File: src/rtl/sr_cpu.svh
// sr_cpu: shared ALU opcode encodings for the core and its helpers
`ifndef SR_CPU_SVH
`define SR_CPU_SVH
`define ALU_ADD   3'b000
`define ALU_OR    3'b001
`define ALU_SRL   3'b010
`define ALU_SLTU  3'b011
`define ALU_SUB   3'b100
`define ALU_KSLL8 3'b101
`endif

File: src/rtl/sr_alu_arb_pkg.sv
// sr_alu_arb_pkg: request/response payload types for the shared-ALU arbiter
package sr_alu_arb_pkg;
  typedef struct packed {
    logic [2:0]  oper;
    logic [31:0] src_a;
    logic [31:0] src_b;
  } alu_req_t;
  typedef struct packed {
    logic [31:0] result;
    logic        zero;
    logic        ov;
  } alu_rsp_t;
endpackage

File: src/rtl/sr_alu_arb_if.sv
// sr_alu_arb_if: request channels, tagged response channel and sticky-flag controls
interface sr_alu_arb_if #(parameter int N_REQ = 4);
  localparam int ID_W = $clog2(N_REQ);
  logic [N_REQ-1:0]       req_valid;
  logic [N_REQ-1:0]       req_ready;
  logic [N_REQ-1:0][2:0]  req_oper;
  logic [N_REQ-1:0][31:0] req_src_a;
  logic [N_REQ-1:0][31:0] req_src_b;
  logic                   rsp_valid;
  logic                   rsp_ready;
  logic [ID_W-1:0]        rsp_id;
  logic [31:0]            rsp_result;
  logic                   rsp_zero;
  logic                   rsp_ov;
  logic [N_REQ-1:0]       ov_sticky;
  logic [N_REQ-1:0]       ov_clear;
  modport master (
    output req_valid, req_oper, req_src_a, req_src_b, rsp_ready, ov_clear,
    input  req_ready, rsp_valid, rsp_id, rsp_result, rsp_zero, rsp_ov, ov_sticky
  );
  modport slave (
    input  req_valid, req_oper, req_src_a, req_src_b, rsp_ready, ov_clear,
    output req_ready, rsp_valid, rsp_id, rsp_result, rsp_zero, rsp_ov, ov_sticky
  );
endinterface

File: src/rtl/sr_alu.sv
// sr_alu: scalar ALU plus packed-SIMD saturating byte shift (KSLL8)
`include "sr_cpu.svh"
module sr_alu (
  input  logic [31:0] src_a,
  input  logic [31:0] src_b,
  input  logic [2:0]  oper,
  output logic [31:0] result,
  output logic        zero,
  output logic        ov
);
  logic [31:0] ks;
  logic [15:0] w;
  logic        sat;
  // ov comes from the KSLL8 datapath regardless of oper; callers must mask it
  always_comb begin
    ks  = '0;
    ov  = 1'b0;
    w   = '0;
    sat = 1'b0;
    for (int k = 0; k < 4; k++) begin
      w   = {{8{src_a[8*k+7]}}, src_a[8*k +: 8]} << src_b[2:0];
      sat = !((&w[15:7]) || !(|w[15:7]));
      ks[8*k +: 8] = sat ? (w[15] ? 8'h80 : 8'h7F) : w[7:0];
      ov  = ov | sat;
    end
  end
  always_comb begin
    case (oper)
      `ALU_OR:    result = src_a | src_b;
      `ALU_SRL:   result = src_a >> src_b[4:0];
      `ALU_SLTU:  result = {31'b0, src_a < src_b};
      `ALU_SUB:   result = src_a - src_b;
      `ALU_KSLL8: result = ks;
      default:    result = src_a + src_b;
    endcase
  end
  assign zero = result == 32'b0;
endmodule

File: src/rtl/sr_rr_arbiter.sv
// sr_rr_arbiter: round-robin grant starting at a pointer that moves past each accepted winner
module sr_rr_arbiter #(parameter int N_REQ = 4) (
  input  logic                     clk,
  input  logic                     rst,
  input  logic [N_REQ-1:0]         req,
  input  logic                     advance,
  output logic [N_REQ-1:0]         grant,
  output logic [$clog2(N_REQ)-1:0] grant_id
);
  localparam int ID_W = $clog2(N_REQ);
  logic [ID_W-1:0]  ptr;
  logic [N_REQ-1:0] masked, pick;
  // requests at or above the pointer win; otherwise wrap to the lowest request
  always_comb begin
    masked   = req & ~((N_REQ'(1) << ptr) - N_REQ'(1));
    pick     = (|masked) ? masked : req;
    grant    = pick & (~pick + N_REQ'(1));
    grant_id = '0;
    for (int i = 0; i < N_REQ; i++)
      if (grant[i]) grant_id = ID_W'(i);
  end
  always_ff @(posedge clk) begin
    if (rst) ptr <= '0;
    else if (advance) ptr <= (grant_id == ID_W'(N_REQ - 1)) ? '0 : grant_id + 1'b1;
  end
endmodule

File: src/rtl/sr_alu_arbiter.sv
// sr_alu_arbiter: shares one sr_alu among N_REQ requesters with a registered, id-tagged response
`include "sr_cpu.svh"
module sr_alu_arbiter
  import sr_alu_arb_pkg::*;
#(parameter int N_REQ = 4) (
  input logic         clk,
  input logic         rst,
  sr_alu_arb_if.slave bus
);
  localparam int ID_W = $clog2(N_REQ);
  logic [N_REQ-1:0] grant, ready, sticky;
  logic [ID_W-1:0]  grant_id, rsp_id;
  logic             can_acc, accept, rsp_valid, alu_zero, alu_ov;
  logic [31:0]      alu_res;
  alu_req_t         sel;
  alu_rsp_t         nxt, rsp;
  assign can_acc = !rsp_valid || bus.rsp_ready;
  assign ready   = rst ? '0 : grant & {N_REQ{can_acc}};
  assign accept  = |ready;
  sr_rr_arbiter #(.N_REQ(N_REQ)) u_arb (
    .clk(clk), .rst(rst), .req(bus.req_valid), .advance(accept),
    .grant(grant), .grant_id(grant_id)
  );
  assign sel = '{oper: bus.req_oper[grant_id], src_a: bus.req_src_a[grant_id], src_b: bus.req_src_b[grant_id]};
  sr_alu u_alu (
    .src_a(sel.src_a), .src_b(sel.src_b), .oper(sel.oper),
    .result(alu_res), .zero(alu_zero), .ov(alu_ov)
  );
  // the ALU ov is meaningless outside KSLL8
  assign nxt = '{result: alu_res, zero: alu_zero, ov: (sel.oper == `ALU_KSLL8) && alu_ov};
  always_ff @(posedge clk) begin
    if (rst) begin
      rsp_valid <= 1'b0;
      rsp_id    <= '0;
      rsp       <= '0;
      sticky    <= '0;
    end else begin
      if (accept) begin
        rsp_valid <= 1'b1;
        rsp_id    <= grant_id;
        rsp       <= nxt;
      end else if (bus.rsp_ready) rsp_valid <= 1'b0;
      sticky <= (sticky & ~bus.ov_clear) | (ready & {N_REQ{nxt.ov}});
    end
  end
  assign bus.req_ready  = ready;
  assign bus.rsp_valid  = rsp_valid;
  assign bus.rsp_id     = rsp_id;
  assign bus.rsp_result = rsp.result;
  assign bus.rsp_zero   = rsp.zero;
  assign bus.rsp_ov     = rsp.ov;
  assign bus.ov_sticky  = sticky;
endmodule
File: src/flat_wrapper.sv
// flat-port wrapper written by rule: the top's interface ports become plain ports
module sr_alu_arbiter_flat import sr_alu_arb_pkg::*;
#(parameter int N_REQ = 4)
  (clk, rst, bus_req_valid, bus_req_oper, bus_req_src_a, bus_req_src_b, bus_rsp_ready, bus_ov_clear, bus_req_ready, bus_rsp_valid, bus_rsp_id, bus_rsp_result, bus_rsp_zero, bus_rsp_ov, bus_ov_sticky);
  sr_alu_arb_if #(.N_REQ(N_REQ)) bus_i ();
  input logic clk;
  input logic rst;
  input wire logic [$bits(bus_i.req_valid)-1:0] bus_req_valid;
  input wire logic [$bits(bus_i.req_oper)-1:0] bus_req_oper;
  input wire logic [$bits(bus_i.req_src_a)-1:0] bus_req_src_a;
  input wire logic [$bits(bus_i.req_src_b)-1:0] bus_req_src_b;
  input wire logic [$bits(bus_i.rsp_ready)-1:0] bus_rsp_ready;
  input wire logic [$bits(bus_i.ov_clear)-1:0] bus_ov_clear;
  output wire logic [$bits(bus_i.req_ready)-1:0] bus_req_ready;
  output wire logic [$bits(bus_i.rsp_valid)-1:0] bus_rsp_valid;
  output wire logic [$bits(bus_i.rsp_id)-1:0] bus_rsp_id;
  output wire logic [$bits(bus_i.rsp_result)-1:0] bus_rsp_result;
  output wire logic [$bits(bus_i.rsp_zero)-1:0] bus_rsp_zero;
  output wire logic [$bits(bus_i.rsp_ov)-1:0] bus_rsp_ov;
  output wire logic [$bits(bus_i.ov_sticky)-1:0] bus_ov_sticky;
  assign bus_i.req_valid = bus_req_valid;
  assign bus_i.req_oper = bus_req_oper;
  assign bus_i.req_src_a = bus_req_src_a;
  assign bus_i.req_src_b = bus_req_src_b;
  assign bus_i.rsp_ready = bus_rsp_ready;
  assign bus_i.ov_clear = bus_ov_clear;
  assign bus_req_ready = bus_i.req_ready;
  assign bus_rsp_valid = bus_i.rsp_valid;
  assign bus_rsp_id = bus_i.rsp_id;
  assign bus_rsp_result = bus_i.rsp_result;
  assign bus_rsp_zero = bus_i.rsp_zero;
  assign bus_rsp_ov = bus_i.rsp_ov;
  assign bus_ov_sticky = bus_i.ov_sticky;
  sr_alu_arbiter #(.N_REQ(N_REQ)) u_core (.clk(clk), .rst(rst), .bus(bus_i));
endmodule
File: config.mk
export PLATFORM = sky130hd
export DESIGN_NAME = sr_alu_arbiter_flat
export DESIGN_NICKNAME = d
export VERILOG_FILES = /design/src/rtl/sr_alu_arb_pkg.sv /design/src/rtl/sr_alu_arb_if.sv /design/src/rtl/sr_alu.sv /design/src/rtl/sr_rr_arbiter.sv /design/src/rtl/sr_alu_arbiter.sv /design/src/flat_wrapper.sv
export VERILOG_INCLUDE_DIRS = /design/src /design/src/rtl
export SDC_FILE = /design/constraint.sdc
export NUM_CORES = 1
export LEC_CHECK = 0
export CAP_MARGIN = 20
export CORE_MARGIN = 1.5
export CORE_UTILIZATION = 50
export CTS_BUF_LIST = sky130_fd_sc_hd__clkbuf_4 sky130_fd_sc_hd__clkbuf_8
export DETAILED_ROUTE_END_ITERATION = 12
export PLACE_DENSITY = 0.88
export RECOVER_POWER = 100
export SLEW_MARGIN = 10
export SYNTH_ARGS = -nofsm -noshare
export SYNTH_HDL_FRONTEND = slang
export SYNTH_SLANG_ARGS = --single-unit
File: constraint.sdc
create_clock -name clk -period 18.35 [get_ports clk]
set_input_delay 2.7525 -clock clk [delete_from_list [all_inputs] [get_ports clk]]
set_output_delay 2.7525 -clock clk [all_outputs]
set_load 0.05 [all_outputs]
==> impl_metrics.csv, run 1 <==
group,metric,value,unit
status,outcome,"finished with violations",
status,violations,"max-capacitance violations, max-slew violations",
routing,drt-initial-drc-count,1636,
critical_path,endpoint_kind,"register",
synthesis,synth-seq-area-share,0.0718,
sta,finalMaxSlewViolations,86,
run,drv_cap,2,
sta,finalSetupTns,0,ns
sta,finalCritPeriodShare,0.722,
finish,n_antenna_cell,0,
finish,regArea,861,um2
synthesis,synth_area,12000,um2
power,p_total,1.47,mW
finish,drive_above_1_share,0.0592,
finish,area_growth,29.0,%
power,power_leakage,6.98,nW
critical_path,critical_path_peak_fanout,57,
routing,drcViolationCount,0,
critical_path,required,18.53,ns
finish,layout.nets,2270,
sta,rsz0062_at_grt,"false",
sta,finalHoldViolations,0,
finish,final_core_util,0.658,
floorplanning,start_util,0.511,
floorplanning,ioPinCount,324,
synthesis,synth_seq_cells,43,
synthesis,syn_area_per_cell,7.34,um2
power,powerDensity,95.3,nW/um2
clock_network,root_buffer,"clkbuf_8",
floorplanning,fp.dieW,158,um
clock_network,clock_latency,0.30,ns
grt,grt_max_degree,77,
sta,worstMarginPinSlew,3.85,ns
sta,slew_headroom,-1.56,
finish,multiInputGateArea,10100,um2
floorplanning,core,23500,um2
clock_network,path_clk_slew,0.09,ns
finish,fillers,2060,
placed_design,place_ws,8.37,ns
critical_path,start_kind,"primary input",
hold_path,min_path_type,"reg2reg",
floorplanning,row_count,56,
synthesis,syn_inst,1633,
finish,final_common_cell,"mux2i_1",
clock_network,cts_resized,0,
synthesis,synth-edff-count,0,
routing,wl_per_cell,23.9,um
synthesis,yosysWarningCount,0,
synthesis,synth_nets,2011,
routing,first_pass_iters,6,
clock_network,cts_setup_buffers,0,
routing,routed_via_density,6.59,
clock_network,clock_path_buffers,2,
critical_path,worstSetupPathType,"in2reg",
sta,fin_worst_skew,0.00683,ns
synthesis,synth_flop_cell,"dfxtp_1",
synthesis,async_flop_share,0,
sta,fin_ws,5.09,ns
clock_network,cts_buffers,5,
sta,holdWs,0.462,ns
grt,grt_pass1_vias,13659,
clock_network,cts_tree,"done",
routing,wl,52900,um
synthesis,synth_cell_types,88,
grt,gr-total-overflow,0,
placed_design,io_buffer_count,323,
floorplanning,die_y,158,um
routing,num_vias,14574,
placed_design,dp_hpwl,42300,um
routing,ant_nets,0,
sta,fmax,75.4,MHz
grt,grt_pass1_wl,77900,um
sta,fin_crit,13.26,ns
grt,grt_usage,0.405,
clock_network,cts_max_level,2,
sta,setup_violations,0,
floorplanning,dieArea,24900,um2
finish,final_cell_mix,"mux2i_1 (285), clkdlybuf4s50_1 (278), a21oi_1 (142)",
clock_network,cts_hold_buf,0,
grt,antenna_found_initial,0,
critical_path,cp.arrival,13.44,ns
placed_design,gp_congestion,1.08,
clock_network,clock_sinks,43,
power,ir_worst_vdd,53.1,uV
## metrics by stage
stage               cells  cell area [um2]
floorplan            1633            12000
global placement     2204            15400
detailed placement   2204            15400
CTS                  2212            15500
global route         2212            15500
finish               2212            15500
## synth_stat cells, types with 11 or more instances
library cell  count  area, um2
nor4_1           15       93.8
nor2_1          102        383
o221ai_1         16        140
o211ai_1         31        233
nand3_1          53        265
buf_2            33        165
a21o_1           25        188
inv_1            94        353
nor3_1           32        160
a22oi_1          16        120
mux2_2           23        259
o22ai_1          14       87.6
ha_1             97       1210
o21a_1           16        120
a31oi_1          17        106
and3_1           13       81.3
xnor2_1          28        245
clkbuf_1         40        150
a221oi_1         11       96.3
dfxtp_1          43        861
a211oi_1         25        188
nand2_1         138        518
a21oi_1         142        711
mux2i_1         285       2850
o21ai_0         100        500
nand2b_1         13       81.3
buf_1            17       63.8
## flip-flops by register name, summed over array words and instances (netlist names)
register,flops
u_core.bus.rsp_result,32
u_core.u_arb.ptr,2
u_core.bus.rsp_ov,1
u_core.bus.rsp_zero,1
u_core.bus.ov_sticky,4
u_core.bus.rsp_valid,1
u_core.bus.rsp_id,2
## logic make-up (layout without fill, tap and decap cells)
kind of cell    Yosys count  after routing  share of synthesized area
compound gates          516            516                      0.288
xor+xnor                 32             32                     0.0234
fa+ha+maj                99             99                      0.105
buf+inv                 217            477                     0.0831
flops                    43             43                     0.0718
mux                     318            318                      0.273
simple gates            408            408                      0.156
## power breakdown
part           internal [mW]  total (mW)  switching (mW)
clock network         0.0559      0.0908          0.0349
registers              0.117       0.131          0.0139
logic                  0.455        1.25           0.795
total                  0.628        1.47           0.844
## worst max-delay path, cell delays in order
cell and delay [ns]:
dlygate4sd3_1 0.73, or3b_1 0.43, o221ai_4 0.07, clkbuf_1 1.33
clkbuf_1 2.77, mux2i_1 0.31, mux2i_1 0.41, ha_1 0.37
or4_1 0.55, or3_1 0.38, o311a_1 0.40, o21a_1 0.24
a21o_1 0.21, o41ai_1 0.72, a21oi_1 0.23, a2111oi_0 0.44
a31oi_1 0.19, nor4_1 0.33, nand4_1 0.16, o41ai_1 0.31
## final timing paths
path                                    startpoint                                     to  slack [ns]  cells after the start
max                               bus_req_valid[2]       u_core.bus.rsp_zero$_SDFFE_PP0P_        5.09                     20
max reg2reg       u_core.u_arb.ptr[1]$_SDFFE_PP0P_       u_core.bus.rsp_zero$_SDFFE_PP0P_        7.78                     19
min reg2reg  u_core.bus.rsp_result[3]$_SDFFE_PP0P_  u_core.bus.rsp_result[3]$_SDFFE_PP0P_        0.46                      2
min          u_core.bus.rsp_result[3]$_SDFFE_PP0P_  u_core.bus.rsp_result[3]$_SDFFE_PP0P_        0.46                      2
## layer usage
| metal | routed length (um) | GRT usage |
|---|---|---|
| met1 | 20300 | 0.515 |
| met2 | 22700 | 0.637 |
| met3 | 7100 | 0.104 |
| met4 | 2820 | 0.191 |
| met5 | 0 | 0 |
## cell type report
cell class	instances	share of cell area
Clock inverter	2	0.00389
Sequential cell	43	0.0557
Inverter	105	0.0255
Tap cell	319	0.0258
Timing Repair Buffer	364	0.228
Clock buffer	6	0.00494
Multi-Input combinational cell	1373	0.656
No activity file was read; power rests on OpenSTA's default activity.
==> run 2, diff against run 1 <==
--- a/config.mk
+++ b/config.mk
@@ -8,10 +8,10 @@
 export LEC_CHECK = 0
 export CAP_MARGIN = 20
 export CORE_MARGIN = 1.5
-export CORE_UTILIZATION = 50
+export CORE_UTILIZATION = 47
 export CTS_BUF_LIST = sky130_fd_sc_hd__clkbuf_4 sky130_fd_sc_hd__clkbuf_8
 export DETAILED_ROUTE_END_ITERATION = 12
-export PLACE_DENSITY = 0.88
+export PLACE_DENSITY = 0.87
 export RECOVER_POWER = 100
 export SLEW_MARGIN = 10
 export SYNTH_ARGS = -nofsm -noshare
==> constraint.sdc (replaced) <==
create_clock -name clk -period 10.8 [get_ports clk]
set_input_delay 1.62 -clock clk [delete_from_list [all_inputs] [get_ports clk]]
set_output_delay 1.62 -clock clk [all_outputs]
set_load 0.05 [all_outputs]
==> run 2 against run 1 <==
The run still ends with max-capacitance violations, max-slew violations left. Register-to-register slack got worse by 5.0 ns. Die area up 6.3%. Cell count is 0.45% higher. Global-route usage decreased by 1.4 points. Critical path depth down 2. Clock-buffer cell count is 1 lower. Critical path type unchanged. Critical endpoint unchanged. Largest cell class unchanged.
==> impl_metrics.csv, run 2 (same netlist as run 1, synthesis figures left out) <==
group,metric,value,unit
sta,setup_violations,0,
status,outcome,"finished with violations",
placed_design,gp_congestion,1.09,
finish,drive_above_1_share,0.0597,
finish,final_cell_mix,"mux2i_1 (286), clkdlybuf4s50_1 (278), a21oi_1 (142)",
critical_path,cp.arrival,9.76,ns
grt,gr-total-overflow,0,
critical_path,max_stage_delay,1.24,ns
critical_path,cp_cell_sequence,"dlygate4sd3_1, or3b_1, o221ai_1, buf_12, mux2i_1, mux2i_1, buf_4, inv_1, clkbuf_1, nand2_1, o22ai_1, a21oi_1, o41ai_2, nand2_1, o211ai_1, nor4_1, nand4_1, o41ai_2",
placed_design,io_buffer_count,323,
finish,fillers,2343,
sta,slew_headroom,-0.252,
sta,rsz0062_at_grt,"false",
finish,area_growth,28.9,%
placed_design,place_ws,2.33,ns
clock_network,cts_hold_buf,0,
routing,wl,54400,um
clock_network,cts_setup_buffers,0,
hold_path,hp-start,"u_core.bus.rsp_result[11]$_SDFFE_PP0P_",
grt,grt_pass1_vias,13717,
power,ir_worst_vdd,101,uV
floorplanning,dieArea,26500,um2
sta,fin_worst_skew,0.0119,ns
clock_network,clock_latency,0.31,ns
critical_path,slowest_stage,"clkbuf_1",
floorplanning,fp.dieW,163,um
finish,layout.nets,2269,
finish,final_common_cell,"mux2i_1",
status,violations,"max-capacitance violations, max-slew violations",
clock_network,cts_resized,0,
clock_network,cts_tree,"done",
run,drv_cap,3,
floorplanning,ioPinCount,324,
routing,num_vias,14475,
routing,first_pass_iters,6,
sta,finalSetupTns,0,ns
critical_path,cp-startpoint,"bus_req_valid[2]",
critical_path,r2r_start,"u_core.u_arb.ptr[1]$_SDFFE_PP0P_",
routing,drt-initial-drc-count,1552,
floorplanning,row_count,58,
clock_network,root_buffer,"clkbuf_8",
sta,finalHoldViolations,0,
power,power_leakage,6.98,nW
critical_path,critical_path_peak_fanout,96,
grt,antenna_found_initial,0,
sta,fin_crit,9.56,ns
clock_network,cts_max_level,2,
routing,wl_per_cell,24.5,um
critical_path,start_kind,"primary input",
sta,finalMaxSlewViolations,126,
placed_design,dp.cells,2214,
floorplanning,core,25100,um2
power,powerDensity,161,nW/um2
clock_network,cts_buffers,5,
floorplanning,start_util,0.477,
sta,finalCritPeriodShare,0.885,
routing,ant_nets,0,
critical_path,endpoint_kind,"register",
sta,fin_ws,1.24,ns
critical_path,required,11.00,ns
critical_path,worstSetupPathType,"in2reg",
clock_network,path_clk_slew,0.10,ns
grt,grt_max_degree,97,
clock_network,clock_sinks,43,
finish,fin_cells,2222,
clock_network,clock_path_buffers,2,
grt,grt_pass1_wl,80000,um
finish,largest_reg_flops,32,
routing,routed_via_density,6.51,
placed_design,dp_hpwl,43700,um
routing,drcViolationCount,0,
power,p_total,2.48,mW
floorplanning,die_y,163,um
finish,n_antenna_cell,0,
sta,worstMarginPinSlew,1.88,ns
grt,grt_usage,0.391,
sta,fmax,105,MHz
hold_path,min_path_type,"reg2reg",
[run 2: path summary, 6_finish.rpt]
kind / to / slack (ns) / depth (start not counted)
min reg2reg: u_core.bus.rsp_result[11]$_SDFFE_PP0P_ / 0.46 / 2
min: u_core.bus.rsp_result[11]$_SDFFE_PP0P_ / 0.46 / 2
max reg2reg: u_core.bus.rsp_zero$_SDFFE_PP0P_ / 2.78 / 17
max: u_core.bus.rsp_zero$_SDFFE_PP0P_ / 1.24 / 18
[run 2: report_power, final]
group	switching, mW	internal [mW]	leakage [nW]
Combinational	1.36	0.766	6.57
Clock	0.0629	0.0697	0.0548
Sequential	0.0244	0.199	0.355
[run 2: metal layers]
layer / vias up / global-route usage / routed length (um)
li1: 6579 / - / -
met1: 6722 / 0.500 / 21600
met2: 1013 / 0.648 / 24400
met3: 159 / 0.0713 / 5950
met4: 2 / 0.149 / 2380
met5: - / 0.0227 / 79
[run 2: area by class of cell]
type	count	area, um2	area share
multi-input combinational	1373	10100	0.656
timing repair buffer	363	3530	0.229
sequential	43	861	0.0557
tap	330	413	0.0267
inverter	105	394	0.0255
clock buffer	5	68.8	0.00446
clock inverter	3	46.3	0.00300
[run 2: per-stage QoR]
step	hold WS (ns)	area, um2	util
after floorplan	0.565	12000	-
after global placement	0.445	15400	0.612
after detailed placement	0.452	15400	0.612
after CTS	0.464	15500	0.617
after global routing	0.478	15400	0.615
final	0.464	15400	0.615
[run 2: critical path: cells and delay by family]
kind,cells,cell delay [ns]
buf+inv,5,4.19
compound gates,6,1.78
simple gates,5,1.45
mux,2,0.62
